==> src/rtl/hdlc_rx_framer.sv <==
`default_nettype none
// ============================================================================
//  Module   : hdlc_rx_framer
//  Purpose  : HDLC receive framer. Detects flags and aborts on the raw line,
//             removes stuffed zeros from an 8-bit-delayed copy of the line,
//             assembles LSB-first octets and reports frame boundaries, size
//             and errors.
//  Options  : HDLC_RX_FCS_EN - adds a CRC-16-CCITT check over the kept bits.
//             A frame whose CRC residue is not 0xF0B8 is marked as errored.
//  Revision : 1.0 - initial release
// ============================================================================
module hdlc_rx_framer (
   input  logic       Clk,
   input  logic       Rst,
   input  logic       Rx,
   input  logic       RxEN,
   output logic [7:0] Rx_Data,
   output logic       Rx_NewByte,
   output logic       Rx_ValidFrame,
   output logic       Rx_FlagDetect,
   output logic       Rx_AbortSignal,
   output logic       Rx_EoF,
   output logic       Rx_FrameError,
   output logic [7:0] Rx_FrameSize
);

   typedef enum logic [0:0] {
      S_HUNT = 1'b0,
      S_OPEN = 1'b1
   } state_t;

   localparam logic [7:0] c_FLAG      = 8'h7E;
   localparam logic [3:0] c_FLAG_BITS = 4'd8;

   state_t      r_state;
   state_t      w_state_nxt;

   logic [7:0]  r_win;        // newest bit in [7], oldest in [0]
   logic [3:0]  r_skip;       // delayed bits still belonging to the last flag
   logic [2:0]  r_ones;       // consecutive delayed ones seen by de-stuffer
   logic [6:0]  r_shreg;      // partially assembled octet
   logic [2:0]  r_bitcnt;     // kept bits in the current octet
   logic [7:0]  r_bytecnt;    // octets in the current frame, saturating

   logic [7:0]  r_data;
   logic        r_newbyte;
   logic        r_flagdet;
   logic        r_abortsig;
   logic        r_eof;
   logic        r_err;
   logic [7:0]  r_size;

   logic [7:0]  w_shift;
   logic        w_dbit;
   logic        w_flag;
   logic        w_abort;
   logic        w_use;
   logic        w_keep;
   logic        w_octet;
   logic        w_newbyte;
   logic [7:0]  w_byte_val;
   logic [7:0]  w_bytes_after;
   logic [2:0]  w_bits_after;
   logic        w_fcs_bad;
   logic        w_eof;
   logic        w_err;
   logic        w_abort_pulse;

   // Window and delayed-bit decode. The bit leaving the window is the line
   // bit eight samples old, so when a closing flag is recognised every data
   // bit ahead of it has already been handed to the de-stuffer.
   assign w_shift       = {Rx, r_win[7:1]};
   assign w_dbit        = r_win[0];
   assign w_flag        = RxEN && (w_shift == c_FLAG);
   assign w_abort       = RxEN && (w_shift[7:1] == 7'h7F);
   assign w_use         = RxEN && (r_state == S_OPEN) && (r_skip == 4'd0);
   assign w_keep        = w_use && !(!w_dbit && (r_ones == 3'd5));
   assign w_octet       = w_keep && (r_bitcnt == 3'd7);
   assign w_newbyte     = w_octet && !w_abort;
   assign w_byte_val    = {w_dbit, r_shreg};
   assign w_bytes_after = (w_octet && (r_bytecnt != 8'hFF)) ? r_bytecnt + 8'd1 : r_bytecnt;
   assign w_bits_after  = w_keep ? r_bitcnt + 3'd1 : r_bitcnt;

`ifdef HDLC_RX_FCS_EN
   logic [15:0] r_crc;
   logic [15:0] w_crc_nxt;

   assign w_crc_nxt = {1'b0, r_crc[15:1]} ^ ((r_crc[0] ^ w_dbit) ? 16'h8408 : 16'h0000);
   // The last data bit may be kept in the same cycle the closing flag is seen.
   assign w_fcs_bad = ((w_keep ? w_crc_nxt : r_crc) != 16'hF0B8);

   // CRC accumulator: restarts at every flag or abort, steps on kept bits.
   always_ff @(posedge Clk or negedge Rst) begin
      if (!Rst) begin
         r_crc <= 16'hFFFF;
      end else if (w_flag || w_abort) begin
         r_crc <= 16'hFFFF;
      end else if (w_keep) begin
         r_crc <= w_crc_nxt;
      end
   end
`else
   assign w_fcs_bad = 1'b0;
`endif

   // State register.
   always_ff @(posedge Clk or negedge Rst) begin
      if (!Rst) begin
         r_state <= S_HUNT;
      end else begin
         r_state <= w_state_nxt;
      end
   end

   // Next state and frame-boundary decisions; a closing flag also opens the
   // next frame, so the framer stays OPEN after reporting end of frame.
   always_comb begin
      w_state_nxt   = r_state;
      w_eof         = 1'b0;
      w_err         = 1'b0;
      w_abort_pulse = 1'b0;
      case (r_state)
         S_HUNT: begin
            if (w_flag) begin
               w_state_nxt = S_OPEN;
            end
         end
         S_OPEN: begin
            if (w_abort) begin
               w_state_nxt   = S_HUNT;
               w_abort_pulse = 1'b1;
            end else if (w_flag) begin
               if ((w_bytes_after != 8'd0) || (w_bits_after != 3'd0)) begin
                  w_eof = 1'b1;
                  w_err = (w_bits_after != 3'd0) || (w_bytes_after < 8'd2) || w_fcs_bad;
               end
            end
         end
         default: w_state_nxt = S_HUNT;
      endcase
   end

   // Raw window plus the countdown that hides the flag's own bits from the
   // delayed data path.
   always_ff @(posedge Clk or negedge Rst) begin
      if (!Rst) begin
         r_win  <= 8'h00;
         r_skip <= 4'd0;
      end else if (RxEN) begin
         r_win <= w_shift;
         if (w_flag) begin
            r_skip <= c_FLAG_BITS;
         end else if (r_skip != 4'd0) begin
            r_skip <= r_skip - 4'd1;
         end
      end
   end

   // De-stuffer and octet assembler; any flag or abort discards partial data.
   always_ff @(posedge Clk or negedge Rst) begin
      if (!Rst) begin
         r_ones    <= 3'd0;
         r_shreg   <= 7'd0;
         r_bitcnt  <= 3'd0;
         r_bytecnt <= 8'd0;
      end else if (w_flag || w_abort) begin
         r_ones    <= 3'd0;
         r_bitcnt  <= 3'd0;
         r_bytecnt <= 8'd0;
      end else if (w_use) begin
         if (w_dbit) begin
            r_ones <= (r_ones == 3'd7) ? 3'd7 : r_ones + 3'd1;
         end else begin
            r_ones <= 3'd0;
         end
         if (w_keep) begin
            r_shreg   <= w_byte_val[7:1];
            r_bitcnt  <= w_bits_after;
            r_bytecnt <= w_bytes_after;
         end
      end
   end

   // Output registers: single-cycle pulses, held data and held frame size.
   always_ff @(posedge Clk or negedge Rst) begin
      if (!Rst) begin
         r_data     <= 8'h00;
         r_newbyte  <= 1'b0;
         r_flagdet  <= 1'b0;
         r_abortsig <= 1'b0;
         r_eof      <= 1'b0;
         r_err      <= 1'b0;
         r_size     <= 8'h00;
      end else begin
         r_newbyte  <= w_newbyte;
         r_flagdet  <= w_flag;
         r_abortsig <= w_abort_pulse;
         r_eof      <= w_eof;
         r_err      <= w_eof && w_err;
         if (w_newbyte) begin
            r_data <= w_byte_val;
         end
         if (w_eof) begin
            r_size <= w_bytes_after;
         end
      end
   end

   assign Rx_Data        = r_data;
   assign Rx_NewByte     = r_newbyte;
   assign Rx_ValidFrame  = (r_state == S_OPEN);
   assign Rx_FlagDetect  = r_flagdet;
   assign Rx_AbortSignal = r_abortsig;
   assign Rx_EoF         = r_eof;
   assign Rx_FrameError  = r_err;
   assign Rx_FrameSize   = r_size;

endmodule
`default_nettype wire

==> config.mk <==
export PLATFORM = sky130hd
export DESIGN_NAME = hdlc_rx_framer
export DESIGN_NICKNAME = d
export VERILOG_FILES = /design/src/rtl/hdlc_rx_framer.sv
export SDC_FILE = /design/constraint.sdc
export NUM_CORES = 1
export LEC_CHECK = 0
export CORE_UTILIZATION = 45
export CTS_CLUSTER_DIAMETER = 120
export CTS_CLUSTER_SIZE = 40
export DETAILED_ROUTE_END_ITERATION = 8
export PLACE_DENSITY = 0.68
export SKIP_CTS_REPAIR_TIMING = 1
export SLEW_MARGIN = 40
export SYNTH_ARGS = -nofsm -noshare
export SYNTH_HDL_FRONTEND = slang
export SYNTH_SLANG_ARGS = --single-unit
==> constraint.sdc <==
create_clock -name Clk -period 2.5 [get_ports Clk]
set_input_delay 0.5 -clock Clk [delete_from_list [all_inputs] [get_ports Clk]]
set_output_delay 0.5 -clock Clk [all_outputs]
set_load 0.05 [all_outputs]
==> reports/metrics.csv <==
stage;metric;value;unit
outcome;outcome;complete, no violations;
finish;nNetsFinal;292;
pwr;p_sw;594;uW
synthesis;yosysTopAreaCell;dfrtp_1;
synthesis;synth_edf_count;0;
clock_network;clk_latency;310;ps
sta;skew;10.2;ps
floorplanning;dieArea;0.00606;sq mm
routing;drc;0;
sta;tightest_slew;689;ps
synthesis;synth_area;0.00259;sq mm
pwr;cellInternalPower;1380;uW
clock_network;clock-sinks;55;
synthesis;synth.most_common_cell;dfrtp_1;
global_routing;grt_max_degree;56;
synthesis;synthAdderAreaFrac;0.0338;
synthesis;synthCells;230;
floorplanning;dieHeight;77.8;um
pwr;finalPower;1970;uW
synthesis;ys_ff_latch;55;
setup_path;arrival;2540;ps
finish;diodes;0;
setup_path;worstPathRequired;2690;ps
synthesis;muxShareOfSynthArea;0.144;
routing;firstDrtPassIters;4;
sta;maxSlewViolCount;0;
floorplanning;die_w;77.8;um
synthesis;seq_area_frac_synth;0.532;
sta;fin_setup_tns;0;ps
clock_network;cts_buffer_depth;2;
synthesis;ys_top_cells_by_area;dfrtp_1 53%, mux2_2 9.6%, mux2i_1 4.3%;
clock_network;clk_pin_slew;100;ps
sta;rsz0062_at_grt;false;
synthesis;synth_top_family_by_area;simple AND/OR/NAND/NOR gates;
pwr;clock_power_share;0.256;
setup_path;critPathMaxFanout;6;
global_routing;grt_pass1_wl;8440;um
synthesis;synth_compound_area_frac;0.0672;
sta;hold_viol_final;0;
floorplanning;rows;27;
floorplanning;core;0.00554;sq mm
synthesis;avgSynthCellArea;11.3;sq um
global_routing;antenna_found_initial;0;
placed_design;hpwl;3550;um
sta;setup_violations;0;
placed_design;io_buffers;25;
placed_design;gp_congestion;0.782;
hold_path;hold_path_class;in -> async;
routing;via_per_inst;5.26;
sta;finalCriticalPeriod;2350;ps
job;cap_violations;0;
setup_path;setup.worst_path.class;in -> reg;
routing;wire_per_inst;13.7;um
finish;drive_gt1_frac;0.259;
synthesis;synth_simple_gate_area_share;0.165;
global_routing;grt_util_all_layers;0.175;
synthesis;synthTopCellsByCount;55 x dfrtp_1, 22 x mux2_2, 21 x nor2_1, 19 x nand2_1, 14 x nor3_1;
pwr;p_sw_frac;0.301;
clock_network;cts_root_buffer;clkbuf_8;
pwr;power_leakage;0.00151;uW
routing;drt_iter0_markers;98;
pwr;p_per_area;615;mW/mm^2
clock_network;cts_made_buffers;5;
synthesis;synthesis.nets;241;
global_routing;grt_overflow;0;
setup_path;worstSetupEndpointType;flop;
routing;wirelength;4850;um
global_routing;grt_pass1_vias;1890;
routing;vias;1863;
setup_path;worstSetupStartpointType;primary input;
clock_network;cts_tree;built;
pwr;seqPwrFrac;0.554;
synthesis;yosys.area.top_type_share;0.532;
clock_network;h-tree-depth;2;
synthesis;synthFlopType;dfrtp_1;
sta;slew-limit-headroom;0.541;
pwr;ir_drop;0.366;mV
synthesis;yosysWarnings;0;
sta;max_freq;425;MHz
floorplanning;ios;26;
synthesis;async_flop_share;1.00;
finish;area_growth_syn_to_layout;24.0;%
pwr;p_comb_frac;0.190;
sta;period_share;0.942;
routing;ant_nets;0;
synthesis;synth_xor_area_frac;0.0304;
floorplanning;start_util;0.467;
synthesis;synth.distinct_cells;41;
## power by group through the flow
stage | Sequential, uW | Combinational (uW) | Clock, uW
floorplan | 1100 | 227 | 0
global placement | 1100 | 347 | 0
detailed placement | 1100 | 359 | 0
CTS | 1090 | 361 | 519
global route | 1110 | 422 | 558
finish | 1090 | 375 | 505
## final cells by class
cell class                      instances  area (sq um)
Fill cell                             479          2330
Sequential cell                        55          1380
Multi-Input combinational cell        158          1170
Timing Repair Buffer                   51           440
Tap cell                               72          90.1
Clock buffer                            5          68.8
Inverter                               10          37.5
Clock inverter                          3          25.0
## stage by stage
step                      cells  hold slack [ps]  cell area [sq um]   util  worst slack (ps)
after global placement      345              494               3080  0.556              -113
after global routing        354              371               3210  0.579              23.1
after detailed placement    345              498               3080  0.556              -252
after CTS                   353              335               3180  0.573             -21.6
final                       354              304               3210  0.579               146
after floorplan             230              204               2590      -              72.1
## sequential cells by signal, summed over array words and instances (netlist names), 3 cells and up
register,count
r_bytecnt,8
r_win,8
Rx_FrameSize,8
r_shreg,7
Rx_Data,8
r_skip,4
r_ones,3
r_bitcnt,3
## layer usage
layer  up-vias  GRT usage  share of wire
met5         -          0              0
met4         0     0.0509         0.0091
met3         6     0.0376          0.025
met2        28      0.282           0.48
met1       917      0.237           0.48
li1        912          -              -
## cell families after synthesis
group                      after synthesis
AOI/OAI and AO/OA                       25
xor gates and xnor gates                 9
adders and majority gates                7
buffers and inverters                   17
DFF                                     55
muxes                                   34
and+or+nand+nor                         83
## critical path: stages
cell	delay [ps]
clkdlybuf4s50_1	550
and2_1	200
nand4_1	180
buf_4	210
mux2i_1	130
a211o_1	260
o21ba_2	230
buf_4	170
mux2i_1	110
## worst paths after layout
check	slack, ps	endpoint	from	cells past startpoint
worst max-delay path	150	Rx_FrameSize[7]	RxEN	9
worst min-delay path	300	r_skip[2]	Rst	2
worst max register to register	180	Rx_FrameSize[7]	r_skip[1]	11
worst min register to register	520	Rx_Data[6]	Rx_Data[6]	1
max in group asynchronous	1720	Rx_FrameSize[0]	Rst	2
min in group Clk	520	Rx_Data[6]	Rx_Data[6]	1
## cells in the final DEF, fill, tap and decap left out, types with 9 or more instances in the layout
cell             synthesis  routed
mux2i_1                 11      10
nand2_1                 19      19
a21oi_1                 11      10
clkdlybuf4s50_1          0      24
nor3_1                  14      12
dfrtp_1                 55      55
buf_4                    0      26
nor2_1                  21      19
mux2_2                  22      22
inv_1                   10       9
(Power assumes the default switching activity.)
